**src/rtl/crc32_enc_packer.sv**
```systemverilog
// Packs up to BEATS input beats, MSB-first, into one zero-padded codeword
// and appends an MSB-first CRC of the entire payload.
module crc32_enc_packer #(
    parameter int unsigned DATA_WIDTH = 512,
    parameter int unsigned BEAT_WIDTH = 64,
    parameter int unsigned CRC_WIDTH  = 32
) (
    input  logic                                       clk,
    input  logic                                       rst,
    input  logic                                       s_valid_i,
    output logic                                       s_ready_o,
    input  logic [BEAT_WIDTH-1:0]                      s_data_i,
    input  logic                                       s_last_i,
    output logic                                       m_valid_o,
    input  logic                                       m_ready_i,
    output logic [DATA_WIDTH-1:0]                      m_data_o,
    output logic [CRC_WIDTH-1:0]                       m_crc_o,
    output logic [$clog2(DATA_WIDTH/BEAT_WIDTH):0]     m_beats_o
);

    localparam int unsigned BEATS = DATA_WIDTH / BEAT_WIDTH;
    localparam int unsigned CNT_W = $clog2(BEATS) + 1;
    localparam logic [CRC_WIDTH-1:0] POLY = CRC_WIDTH'(32'h0000_00AF);

    typedef enum logic [1:0] {
        COLLECT = 2'd0,
        CALC    = 2'd1,
        OUTPUT  = 2'd2
    } state_t;

    state_t                r_state;
    logic [CNT_W-1:0]      r_cnt;
    logic [DATA_WIDTH-1:0] r_data;
    logic [CRC_WIDTH-1:0]  r_crc;
    logic                  r_s_ready;
    logic                  r_m_valid;

    logic                  w_accept;
    logic                  w_close;
    logic [CRC_WIDTH-1:0]  w_crc;

    assign w_accept = (r_state == COLLECT) && r_s_ready && s_valid_i;
    assign w_close  = s_last_i || (r_cnt == CNT_W'(BEATS - 1));

    // Bit-serial CRC over the whole payload, padding included, MSB first.
    always_comb begin
        logic w_fb;
        w_crc = '0;
        w_fb  = 1'b0;
        for (int i = int'(DATA_WIDTH) - 1; i >= 0; i--) begin
            w_fb  = w_crc[CRC_WIDTH-1] ^ r_data[i];
            w_crc = {w_crc[CRC_WIDTH-2:0], 1'b0} ^ (w_fb ? POLY : '0);
        end
    end

    always_ff @(posedge clk) begin
        if (rst) begin
            r_state   <= COLLECT;
            r_cnt     <= '0;
            r_data    <= '0;
            r_crc     <= '0;
            r_s_ready <= 1'b0;
            r_m_valid <= 1'b0;
        end else begin
            case (r_state)
                COLLECT: begin
                    r_s_ready <= 1'b1;
                    if (w_accept) begin
                        for (int k = 0; k < int'(BEATS); k++) begin
                            if (r_cnt == CNT_W'(k))
                                r_data[DATA_WIDTH-1-k*BEAT_WIDTH -: BEAT_WIDTH] <= s_data_i;
                        end
                        r_cnt <= r_cnt + CNT_W'(1);
                        if (w_close) begin
                            r_state   <= CALC;
                            r_s_ready <= 1'b0;
                        end
                    end
                end
                CALC: begin
                    r_crc     <= w_crc;
                    r_state   <= OUTPUT;
                    r_m_valid <= 1'b1;
                end
                OUTPUT: begin
                    // Payload and count are cleared so the next block starts from zero padding.
                    if (m_ready_i) begin
                        r_state   <= COLLECT;
                        r_m_valid <= 1'b0;
                        r_s_ready <= 1'b1;
                        r_cnt     <= '0;
                        r_data    <= '0;
                    end
                end
                default: begin
                    r_state   <= COLLECT;
                    r_s_ready <= 1'b0;
                    r_m_valid <= 1'b0;
                end
            endcase
        end
    end

    assign s_ready_o = r_s_ready;
    assign m_valid_o = r_m_valid;
    assign m_data_o  = r_data;
    assign m_crc_o   = r_crc;
    assign m_beats_o = r_cnt;

endmodule
```
**config.mk**
```make
export PLATFORM = sky130hd
export DESIGN_NAME = crc32_enc_packer
export DESIGN_NICKNAME = d
export VERILOG_FILES = /design/src/rtl/crc32_enc_packer.sv
export SDC_FILE = /design/constraint.sdc
export NUM_CORES = 2
export LEC_CHECK = 0
export BUFFER_PORTS_ARGS = -buffer_cell sky130_fd_sc_hd__buf_2
export CAP_MARGIN = 40
export CORE_MARGIN = 2
export CORE_UTILIZATION = 30
export CTS_CLUSTER_SIZE = 8
export DETAILED_ROUTE_END_ITERATION = 10
export PLACE_DENSITY = 0.45
export SLEW_MARGIN = 20
export SYNTH_ARGS = -nofsm -noshare
export SYNTH_HDL_FRONTEND = slang
export SYNTH_SLANG_ARGS = --single-unit
export TNS_END_PERCENT = 50
```
**constraint.sdc**
```tcl
create_clock -name clk -period 19 [get_ports clk]
set_clock_uncertainty 0.1 [all_clocks]
set_input_delay 0.95 -clock clk [delete_from_list [all_inputs] [get_ports clk]]
set_output_delay 0.95 -clock clk [all_outputs]
set_load 0.01 [all_outputs]
```
==> impl_metrics.env <==
export IMPL_insertion_delay_ns=0.74
export IMPL_min_period_ns=17.52
export IMPL_reg2reg_to="m_crc_o[3]$_SDFFE_PP0P_"
export IMPL_grtUsageMet2_pct=47.69
export IMPL_die_x_um=432.0
export IMPL_cts_root_buf="clkbuf_16"
export IMPL_path_depth=36
export IMPL_tightest_slew_ns=1.109
export IMPL_syn_area_um2=54960
export IMPL_vias_per_cell=4.887
export IMPL_firstDrtPassIters=6
export IMPL_dpl_cell_area_um2=61940
export IMPL_area_growth_synth_to_final_pct=17.59
export IMPL_grt_usage_pct=27.49
export IMPL_yosys_area_share_simple_pct=8.136
export IMPL_synth_fa_ha_area_share_pct=0.09106
export IMPL_rsz0062_at_grt="false"
export IMPL_synth_seq_area_share_pct=20.11
export IMPL_critPathLaunchType="flip-flop"
export IMPL_holdBufCountCts=0
export IMPL_gp_congestion=0.9249
export IMPL_ctsResizeCount=0
export IMPL_async_reset_ff_share_pct=0
export IMPL_nets=5453
export IMPL_htree_levels=3
export IMPL_max_freq_mhz=57.09
export IMPL_setup_tns_ns=0
export IMPL_num_io_pins=619
export IMPL_final_antenna_net_count=0
export IMPL_grt_max_degree=162
export IMPL_min_path_type="reg2reg"
export IMPL_clk_pin_slew_worst_paths_ns=0.06
export IMPL_slew_headroom_pct=26.08
export IMPL_top_usage_layer="met2"
export IMPL_placedCellCount=7671
export IMPL_synth_seq_cells=552
export IMPL_critPathTopFamily="XOR/XNOR gates"
export IMPL_cts_tree="yes"
export IMPL_portBuffers=618
export IMPL_fp_row_count=157
export IMPL_layoutNonFillerInstCount=7813
export IMPL_whs_path_depth=2
export IMPL_worst_path_most_repeated_cell="xnor3_1"
export IMPL_min_to="m_crc_o[25]$_SDFFE_PP0P_"
export IMPL_cts_buffer_depth=3
export IMPL_synth_compound_area_share_pct=5.129
export IMPL_gr_total_overflow=0
export IMPL_timing_critical_path_buf_inv=1
export IMPL_slowest_stage="dfxtp_1"
export IMPL_worst_path_max_fanout=9
export IMPL_fin_crit_sh_pct=92.20
export IMPL_required_ns=19.56
export IMPL_core_area_um2=182500
export IMPL_yosys_cell_types_count=33
export IMPL_slew_viol_final=0
export IMPL_yosys_warnings=0
export IMPL_critPathMaxStageDelay_ns=0.82
export IMPL_cp_arrival_ns=18.08
export IMPL_cts_num_sinks=552
export IMPL_synth_edf_count=0
export IMPL_synth_top_family_by_area="XOR/XNOR gates"
export IMPL_hold_viol_final=0
export IMPL_drive_gt1_share_pct=19.14
export IMPL_syn_avg_cell_area_um2=11.47
export IMPL_critPathCaptureType="flip-flop"
export IMPL_cts_buffers=84
export IMPL_synth_cells=4792
export IMPL_route_detailed_wl_per_inst_um=33.58
export IMPL_syn_nets=4865
export IMPL_reg2reg_slack_ns=1.48
export IMPL_hpwl_um=214500
export IMPL_die_area_um2=186700
export IMPL_setup_worst_path_class="reg2reg"
export IMPL_synth_mux_area_share_pct=0.01821
export IMPL_synth_top_flop_cell="dfxtp_1"
export IMPL_met1_usage_pct=32.96
export IMPL_grt_util_met3_pct=3.981
export IMPL_timing_rr_start="m_data_o[511]$_SDFFE_PP0P_"
export IMPL_finalWirelength_um=262300
export IMPL_antenna_found_initial=29
export IMPL_via_count=38185
export IMPL_postCtsSetupBuffers=0
export IMPL_max_cap_viol_count=0
export IMPL_synthXorXnorAreaFrac_pct=64.90
export IMPL_start_util_pct=30.12
export IMPL_final_area_um2=64630
export IMPL_grt_pass1_wl_um=342300
export IMPL_grt_pass1_vias=37053
export IMPL_fillers=18226
export IMPL_status="complete, no violations"
export IMPL_rr_worst_depth=36
export IMPL_min_from="m_crc_o[25]$_SDFFE_PP0P_"
export IMPL_die_y_um=432.0
export IMPL_drtIter0Drc=3685
export IMPL_finalSetupViolations=0
export IMPL_drc=0
[layout by cell type, fill, tap and decap left out, types with 46 or more instances in the layout]
cell,synthesis,final
nor2_1,1036,1035
xnor3_1,817,817
xnor2_1,776,776
buf_2,14,618
dfxtp_1,552,552
a21oi_1,544,544
xor2_1,346,346
xor3_1,184,184
clkbuf_16,0,84
nand2_1,127,76
xnor2_2,58,58
nand2_2,0,50
xnor3_2,46,46
[worst min-delay path: cells and delay by family (launching register included)]
kind | cells | cell delay [ns]
AOI/OAI and AO/OA | 1 | 0.05
DFF | 1 | 0.30
and+or+nand+nor | 1 | 0.05
[final cells by class]
type | instances | area [um2] | area share, %
Tap cell | 2385 | 2984 | 4.617
Inverter | 6 | 22.52 | 0.03485
Timing Repair Buffer | 716 | 4805 | 7.434
Antenna cell | 21 | 52.55 | 0.08131
Multi-Input combinational cell | 4020 | 43250 | 66.92
Sequential cell | 552 | 11050 | 17.10
Clock buffer | 97 | 2201 | 3.405
Clock inverter | 16 | 264.0 | 0.4085
[Yosys cell counts, types with 4 or more instances]
cell | number | share of area, %
dfxtp_1 | 552 | 20
xnor2_2 | 58 | 1.7
xnor2_4 | 8 | 0.40
ha_1 | 4 | 0.091
nand2_1 | 127 | 0.87
xor2_2 | 27 | 0.80
clkbuf_1 | 188 | 1.3
xor3_2 | 15 | 0.68
xnor3_2 | 46 | 2.0
and3b_1 | 4 | 0.064
buf_2 | 14 | 0.13
xor3_1 | 184 | 8.0
xor2_1 | 346 | 5.5
nor2_1 | 1036 | 7.1
a21oi_1 | 544 | 5.0
nor3b_1 | 4 | 0.055
xnor2_1 | 776 | 12
xnor3_1 | 817 | 33
inv_1 | 6 | 0.041
o21ai_0 | 9 | 0.082
buf_4 | 10 | 0.14
[cells by family (layout without fill, tap and decap cells)]
kind of cell	after synthesis	in the layout
and+or+nand+nor	1178	1178
DFF	552	552
AOI/OAI and AO/OA	560	560
adders and majority gates	4	4
other	0	21
buffers and inverters	220	835
xor gates and xnor gates	2277	2277
muxes	1	1
[layer usage]
metal	part of all wire (%)	up-vias
li1	-	17192
met1	39	19183
met2	50	1466
met3	5.8	340
met4	5.7	4
met5	0.0080	-
[sequential cells by signal, summed over array words and instances, names as in the netlist]
| name | flops |
|---|---|
| m_crc_o | 32 |
| r_state | 2 |
| m_beats_o | 4 |
| m_data_o | 512 |
| s_ready_o | 1 |
| m_valid_o | 1 |
[how the worst max path moves through the flow]
stage | end | from | slack [ns]
floorplan | m_crc_o[7]$_SDFFE_PP0P_ | m_data_o[497]$_SDFFE_PP0P_ | 4.86
global placement | m_crc_o[18]$_SDFFE_PP0P_ | m_data_o[511]$_SDFFE_PP0P_ | 1.04
detailed placement | m_crc_o[7]$_SDFFE_PP0P_ | m_data_o[511]$_SDFFE_PP0P_ | 1.54
CTS | m_crc_o[7]$_SDFFE_PP0P_ | m_data_o[511]$_SDFFE_PP0P_ | 1.50
global route | m_crc_o[3]$_SDFFE_PP0P_ | m_data_o[511]$_SDFFE_PP0P_ | 1.01
finish | m_crc_o[3]$_SDFFE_PP0P_ | m_data_o[511]$_SDFFE_PP0P_ | 1.48
[metrics by stage]
| step | setup slack [ns] | utilization [%] | hold slack (ns) |
|---|---|---|---|
| 2_1_floorplan | 4.865 | - | 0.3761 |
| 3_3_place_gp | 1.040 | 33.25 | 0.3402 |
| 3_5_place_dp | 1.542 | 33.94 | 0.3448 |
| 4_1_cts | 1.496 | 35.29 | 0.3351 |
| 5_1_grt | 1.012 | 35.39 | 0.3729 |
| 6_report | 1.483 | 35.41 | 0.3497 |
Power is not shown: default switching activity piles up to over one toggle a cycle in this logic, so the estimate is an artifact.
